File: src/rtl/wb_arbiter_pkg.sv
// Shared types for the decode-stage register-file write-back path.
// Holds register naming and the write-back source tag.
package wb_arbiter_pkg;

  localparam int REG_COUNT = 32;

  typedef logic [$clog2(REG_COUNT)-1:0] regName_t;

  typedef enum logic [1:0] {
    WB_NONE = 2'd0,
    WB_ALU  = 2'd1,
    WB_MEM  = 2'd2
  } wb_src_t;

  // x0 is hard-wired to zero, so only non-zero destinations need the port.
  function automatic logic needs_port(input logic valid, input regName_t rd);
    return valid && (rd != regName_t'(0));
  endfunction

endpackage

File: src/rtl/wb_arbiter.sv
// Merges the ALU and load write-back requesters onto the single registered
// register-file write port, with fixed ALU priority and load anti-starvation.
module wb_arbiter
  import wb_arbiter_pkg::*;
#(
  parameter int DATA_WIDTH = 32,
  parameter int MAX_WAIT   = 3
) (
  input  logic                  clk,
  input  logic                  rst,
  input  logic                  alu_valid,
  input  regName_t              alu_rd,
  input  logic [DATA_WIDTH-1:0] alu_data,
  output logic                  alu_ready,
  input  logic                  mem_valid,
  input  regName_t              mem_rd,
  input  logic [DATA_WIDTH-1:0] mem_data,
  output logic                  mem_ready,
  output logic                  rf_wen,
  output regName_t              rf_rd,
  output logic [DATA_WIDTH-1:0] rf_data,
  output wb_src_t               rf_src
);

  localparam logic [2:0] MAX_WAIT_C = 3'(MAX_WAIT);

  logic                  alu_nz_s;
  logic                  mem_nz_s;
  logic                  alu_grant_s;
  logic                  mem_grant_s;
  logic [2:0]            starve_d;
  logic [2:0]            starve_q;
  logic                  wen_d;
  logic                  wen_q;
  regName_t              rd_d;
  regName_t              rd_q;
  logic [DATA_WIDTH-1:0] data_d;
  logic [DATA_WIDTH-1:0] data_q;
  wb_src_t               src_d;
  wb_src_t               src_q;

  // Grant decision: the load wins when alone or once it has waited MAX_WAIT cycles.
  always_comb begin
    alu_nz_s    = needs_port(alu_valid, alu_rd);
    mem_nz_s    = needs_port(mem_valid, mem_rd);
    mem_grant_s = mem_nz_s && (!alu_nz_s || (starve_q == MAX_WAIT_C));
    alu_grant_s = alu_nz_s && !mem_grant_s;
    if (rst) begin
      alu_ready = 1'b0;
      mem_ready = 1'b0;
    end else begin
      // x0 requests are accepted without ever consuming the port.
      alu_ready = alu_valid && ((alu_rd == regName_t'(0)) || alu_grant_s);
      mem_ready = mem_valid && ((mem_rd == regName_t'(0)) || mem_grant_s);
    end
  end

  // Next-state for the starve counter and the registered write port.
  always_comb begin
    starve_d = 3'd0;
    wen_d    = 1'b0;
    rd_d     = rd_q;
    data_d   = data_q;
    src_d    = WB_NONE;
    if (mem_nz_s && !mem_grant_s) begin
      starve_d = (starve_q >= MAX_WAIT_C) ? MAX_WAIT_C : starve_q + 3'd1;
    end else begin
      starve_d = 3'd0;
    end
    case ({alu_grant_s, mem_grant_s})
      2'b10: begin
        wen_d  = 1'b1;
        rd_d   = alu_rd;
        data_d = alu_data;
        src_d  = WB_ALU;
      end
      2'b01: begin
        wen_d  = 1'b1;
        rd_d   = mem_rd;
        data_d = mem_data;
        src_d  = WB_MEM;
      end
      default: begin
        wen_d  = 1'b0;
        src_d  = WB_NONE;
      end
    endcase
  end

  // State and output registers with synchronous reset.
  always_ff @(posedge clk) begin
    if (rst) begin
      starve_q <= 3'd0;
      wen_q    <= 1'b0;
      rd_q     <= regName_t'(0);
      data_q   <= {DATA_WIDTH{1'b0}};
      src_q    <= WB_NONE;
    end else begin
      starve_q <= starve_d;
      wen_q    <= wen_d;
      rd_q     <= rd_d;
      data_q   <= data_d;
      src_q    <= src_d;
    end
  end

  assign rf_wen  = wen_q;
  assign rf_rd   = rd_q;
  assign rf_data = data_q;
  assign rf_src  = src_q;

endmodule
File: config.mk
export PLATFORM = sky130hd
export DESIGN_NAME = wb_arbiter
export DESIGN_NICKNAME = d
export VERILOG_FILES = /design/src/rtl/wb_arbiter_pkg.sv /design/src/rtl/wb_arbiter.sv
export SDC_FILE = /design/constraint.sdc
export NUM_CORES = 1
export LEC_CHECK = 0
export CELL_PAD_IN_SITES_DETAIL_PLACEMENT = 0
export CELL_PAD_IN_SITES_GLOBAL_PLACEMENT = 1
export CORE_MARGIN = 4
export CORE_UTILIZATION = 26
export DETAILED_ROUTE_END_ITERATION = 10
export PLACE_DENSITY = 0.89
export SETUP_SLACK_MARGIN = 0.02
export SYNTH_ARGS = -nofsm -noshare
export SYNTH_HDL_FRONTEND = slang
export SYNTH_SLANG_ARGS = --single-unit
File: constraint.sdc
create_clock -name clk -period 2.3 [get_ports clk]
set_clock_uncertainty 0.1 [all_clocks]
set_input_delay 0.23 -clock clk [delete_from_list [all_inputs] [get_ports clk]]
set_output_delay 0.23 -clock clk [all_outputs]
set_load 0.01 [all_outputs]
* Yosys cells after proc, flatten, opt, wreduce, memory -nomap -nowiden *
Index checks and enable logic that the tools add are counted.
W data, S select, Z words.

word-level totals
  word-level logic and storage cells = 39
  bits of input ports = 78
  bits in read-only memories = 0
  bits in registers = 43
  RAM bits = 0
  memories kept = 0
  output and inout port bits = 42
  latch bits = 0

operators by class
  mux-type cells = 7
  $add $sub $neg = 1
  shifts and indexed selects = 0
  bitwise operators = 1
  reduce and logical (&&, ||, !) cells = 20
  equality and inequality tests = 3
  multiply operators = 0
  divide/modulo/power cells = 0
  magnitude comparators = 1

operators by type and width
  kind                   number
  $pmux W32 S2           1
  $logic_not A5 Y1       2
  $pmux W5 S2            1
  $reduce_bool A5 Y1     2
  $logic_and A1 B1 Y1    7
  $pmux W2 S2            1
  $reduce_or A2 Y1       2
  $add A3 B1 Y3 const B  1
  $eq A3 B2 Y1 const B   1
  $ge A3 B2 Y1 const B   1
  $logic_or A1 B1 Y1     3
  $mux W1                3
  $reduce_or A3 Y1       1
  $eq A2 B1 Y1 const B   1
  $eq A2 B2 Y1 const B   1
  $logic_not A1 Y1       2
  $mux W2                1
  $reduce_bool A2 Y1     1
  $not A1 Y1             1

* Longest topological paths before layout *
  depth after elaboration = 10
  gate-level depth with buffers = 7
  mapped depth without buffers = 5

* Least setup slack after synthesis *
No wires, ideal clock.

  path kind = input-to-reg
  start point = input port mem_rd[1]
  end point = register rd_q[0], in the netlist rf_rd[0]
  library setup time = 0.060 ns
  arrival = 1.803 ns
  setup slack = 0.337 ns
  stages = 6
  buffers on the path = 2
  required time = 2.140 ns
  cell sequence = or4_4 > buf_6 > o21a_4 > a211oi_4 > buf_6 > a221o_1

on the way
  longest elaborated chain between the ends = 7
  elaborated cells between the ends (all ways) = 9
  those cells by class = eq/ne: 2; mux: 1; reduce/logical: 6

RTL lines
  element                                                   RTL line              source
  start, declared                                           wb_arbiter.sv:16      input regName_t mem_rd,
  $reduce_bool A5 Y1 (*)                                    wb_arbiter_pkg.sv:17  return valid && (rd != regName_t'(0));
  $logic_and A1 B1 Y1 (*)                                   wb_arbiter_pkg.sv:17
  $logic_and A1 B1 Y1 (*)                                   wb_arbiter.sv:46      mem_grant_s = mem_nz_s && (!alu_nz_s || (starve_q == MAX_WAIT_C));
  $logic_not A1 Y1                                          wb_arbiter.sv:47      alu_grant_s = alu_nz_s && !mem_grant_s;
  $logic_and A1 B1 Y1                                       wb_arbiter.sv:47
  $eq A2 B1 Y1 / $eq A2 B2 Y1 (equally long branches)       wb_arbiter.sv:70      case ({alu_grant_s, mem_grant_s})
  $pmux W5 S2 / $reduce_bool A2 Y1 (equally long branches)  n/a
  end signal, assigned                                      wb_arbiter.sv:95      rd_q <= regName_t'(0);
  end signal, assigned                                      wb_arbiter.sv:101     rd_q <= rd_d;
  end, declared                                             wb_arbiter.sv:36      regName_t rd_q;

Every way passes the cells marked *; elsewhere a longest branch is shown, timed or not.
A chain may end at the register's enable or synchronous reset.

* Worst setup path in the final report *
  start point = input port mem_rd[1]
  end point = register data_q[21], in the netlist rf_data[21]

on the way
  longest elaborated chain between the ends = 7
  elaborated cells between the ends (all ways) = 9
  those cells by class = eq/ne: 2; mux: 1; reduce/logical: 6

RTL lines
  element                                                    RTL line              source
  $reduce_bool A5 Y1 (*)                                     wb_arbiter_pkg.sv:17
  $logic_and A1 B1 Y1 (*)                                    wb_arbiter_pkg.sv:17
  $logic_and A1 B1 Y1 (*)                                    wb_arbiter.sv:46
  $logic_not A1 Y1                                           wb_arbiter.sv:47
  $logic_and A1 B1 Y1                                        wb_arbiter.sv:47
  $eq A2 B1 Y1 / $eq A2 B2 Y1 (equally long branches)        wb_arbiter.sv:70
  $pmux W32 S2 / $reduce_bool A2 Y1 (equally long branches)  n/a
  end signal, assigned                                       wb_arbiter.sv:96      data_q <= {DATA_WIDTH{1'b0}};
  end signal, assigned                                       wb_arbiter.sv:102     data_q <= data_d;
  end, declared                                              wb_arbiter.sv:38      logic [DATA_WIDTH-1:0] data_q;

Marked as above.

==> flow_summary.json <==
{
  "status": "finished clean",
  "rsz0062_at_grt": "no",
  "synth_cells": 204,
  "period_share": 0.9403,
  "grt_pass1_wl_um": 10680,
  "grt_use_total": 0.1494,
  "clock-sinks": 43,
  "num_rows": 31,
  "tightest_slew_ps": 470.0,
  "drtAntennaViolNets": 0,
  "nets": 410,
  "cts_hold_buf": 0,
  "static-leakage-power_nw": 1.286,
  "synth_nets": 284,
  "antennaDiodeCount": 0,
  "yosysWarnings": 0,
  "synth_seq_area_share": 0.4338,
  "worstPathArrival_ps": 2300,
  "crit_fanout": 15,
  "finalMaxSlewViolations": 0,
  "place_ws_ps": -294.0,
  "ir_worst_vdd_mv": 0.3525,
  "critical_path.startpoint": "mem_rd[1]",
  "wl_per_cell_um": 15.69,
  "clk_pin_slew_worst_paths_ps": 80,
  "drcViolationCount": 0,
  "max_freq_mhz": 462.4,
  "cts_buffers": 5,
  "cp.required_ps": 2440,
  "clk_latency_ps": 290,
  "endpoint_kind": "flop",
  "htreeDepth": 2,
  "grt_max_degree": 34,
  "grt-ovfl-total": 0,
  "synth-seq-cells": 43,
  "critPathKind": "in2reg",
  "drive_gt1_frac": 0.1329,
  "r2r_slack_ps": 330,
  "finalHoldViolations": 0,
  "synthArstFlopShare": 0,
  "die_y_um": 95.37,
  "placed_area_um2": 3339,
  "syn-cell-area_um2": 1984,
  "num_vias": 2149,
  "cap_violations": 0,
  "die_w_um": 95.37,
  "r2r-end": "rf_rd[4]",
  "port-buffer-count": 119,
  "root_buffer": "clkbuf_8",
  "grt_pass1_vias": 2132,
  "initial_core_util": 0.2707,
  "tritoncts": "built",
  "hp-class": "reg2reg",
  "first_iter_violations": 72,
  "io_pins": 120,
  "postSynthAreaPerCell_um2": 9.727,
  "core-area_um2": 7331,
  "hpwl_um": 4997,
  "crit_end": "rf_data[21]",
  "power_density_nw_per_um2": 574.5,
  "clk_path_buf_depth": 2,
  "relSlewSlack": 0.6786,
  "whs_ps": 389.4,
  "ff2ff_path_depth": 6,
  "crit_path_start_kind": "input port",
  "yosys.cell_types.count": 27,
  "antenna_found_initial": 0,
  "reg2reg_from": "starve_q[0]",
  "final_cell_area_um2": 3466,
  "synth_enable_flop_cells": 0,
  "vias_per_cell": 4.998,
  "gp_congestion": 0.7424,
  "min_period_ps": 2163,
  "area_delta_synth_final_pct": 74.65,
  "setup_viol": 0,
  "ys.flop_type": "dfxtp_1",
  "die_area_um2": 9094,
  "firstDrtPassIters": 4,
  "drt_wl_total_um": 6746,
  "timing.final.ws_setup_ps": 137.3
}
cells in the mapped netlist (3+ instances only):
library cell | number | share of area
a221o_2 | 7 | 0.040
a2111oi_0 | 5 | 0.022
dfxtp_1 | 43 | 0.43
nor3_1 | 35 | 0.088
nor2_1 | 5 | 0.0095
inv_1 | 7 | 0.013
clkbuf_1 | 6 | 0.011
o21ai_0 | 32 | 0.081
buf_6 | 6 | 0.034
buf_2 | 3 | 0.0076
buf_4 | 5 | 0.019
a221o_1 | 30 | 0.15
routing by layer:
metal	track usage	routed length (um)	up-vias
met5	0	0	-
met4	0.03726	92	0
met3	0.04657	670	8
met2	0.2513	3131	107
met1	0.1851	2851	980
li1	-	-	1054
flip-flops by register name, summed over array words and instances (netlist names):
signal    flops
rf_data      32
rf_rd         5
rf_src        2
rf_wen        1
starve_q      3
area by class of cell:
| cell class | instances | area (um2) |
|---|---|---|
| Fill cell | 698 | 3865 |
| Multi-Input combinational cell | 132 | 959.7 |
| Inverter | 7 | 26.28 |
| Sequential cell | 43 | 860.8 |
| Clock buffer | 5 | 68.82 |
| Timing Repair Buffer | 141 | 1359 |
| Tap cell | 99 | 123.9 |
| Clock inverter | 3 | 67.56 |
worst min-delay path by stage:
stage / startpoint / end / cells past startpoint / slack, ps
floorplan: rst / rf_wen / 1 / 200
global placement: rf_data[9] / rf_data[9] / 1 / 370
detailed placement: rf_data[9] / rf_data[9] / 1 / 370
CTS: rf_data[22] / rf_data[22] / 1 / 400
global route: rf_data[19] / rf_data[19] / 1 / 410
finish: rf_data[22] / rf_data[22] / 1 / 390
metrics by stage:
stage	cells	total power, mW	TNS, ps	util
after floorplan	204	1.010	0	-
after global placement	422	1.297	-5291	0.4555
final	430	1.991	0	0.4728
after global routing	430	2.087	0	0.4728
after detailed placement	422	1.302	-6734	0.4555
after CTS	430	2.015	0	0.4741
timing repair:
action	4_1_cts	5_1_grt
setup endpoints to repair	2	2
gates resized for setup	4	3
pin swaps	0	0
setup buffers	0	0
worst max-delay path, stage by stage:
cell	delay [ps]
clkdlybuf4s50_1	420
or4_4	560
o21a_4	210
buf_4	150
a211oi_4	300
buf_4	260
a221o_1	160
layout by cell type, fill, tap and decap left out, drive strengths merged:
cell type	synthesis	final
clkdlybuf4s50	0	117
dfxtp	43	43
a221o	37	37
nor3	35	35
o21ai	32	32
buf	14	23
inv	7	7
clkbuf	8	6
nor2	5	5
a2111oi	5	5
a211oi	3	3
nand2b	2	2
a21oi	2	2
nand2	2	2
ha	2	2
bufinv	0	2
or4	1	1
o21a	1	1
a311oi	1	1
a21o	1	1
nand3b	1	1
a211o	1	1
nor4b	1	1
clkinvlp	0	1
where the power goes:
group | leakage (nW) | switching (mW) | total (mW) | internal, mW
Clock | 0.0644 | 0.277 | 0.710 | 0.433
Combinational | 0.866 | 0.170 | 0.454 | 0.284
Sequential | 0.356 | 0.0280 | 0.827 | 0.799
kinds of logic (layout without fill, tap and decap cells):
group / count (synthesis) / in the layout / share of synthesized area
simple gates: 47 / 47 / 0.1217
buf+inv: 29 / 156 / 0.09268
flops: 43 / 43 / 0.4338
fa+ha+maj: 2 / 2 / 0.01261
compound gates: 83 / 83 / 0.3392
No activity file was read; power rests on OpenSTA's default activity.
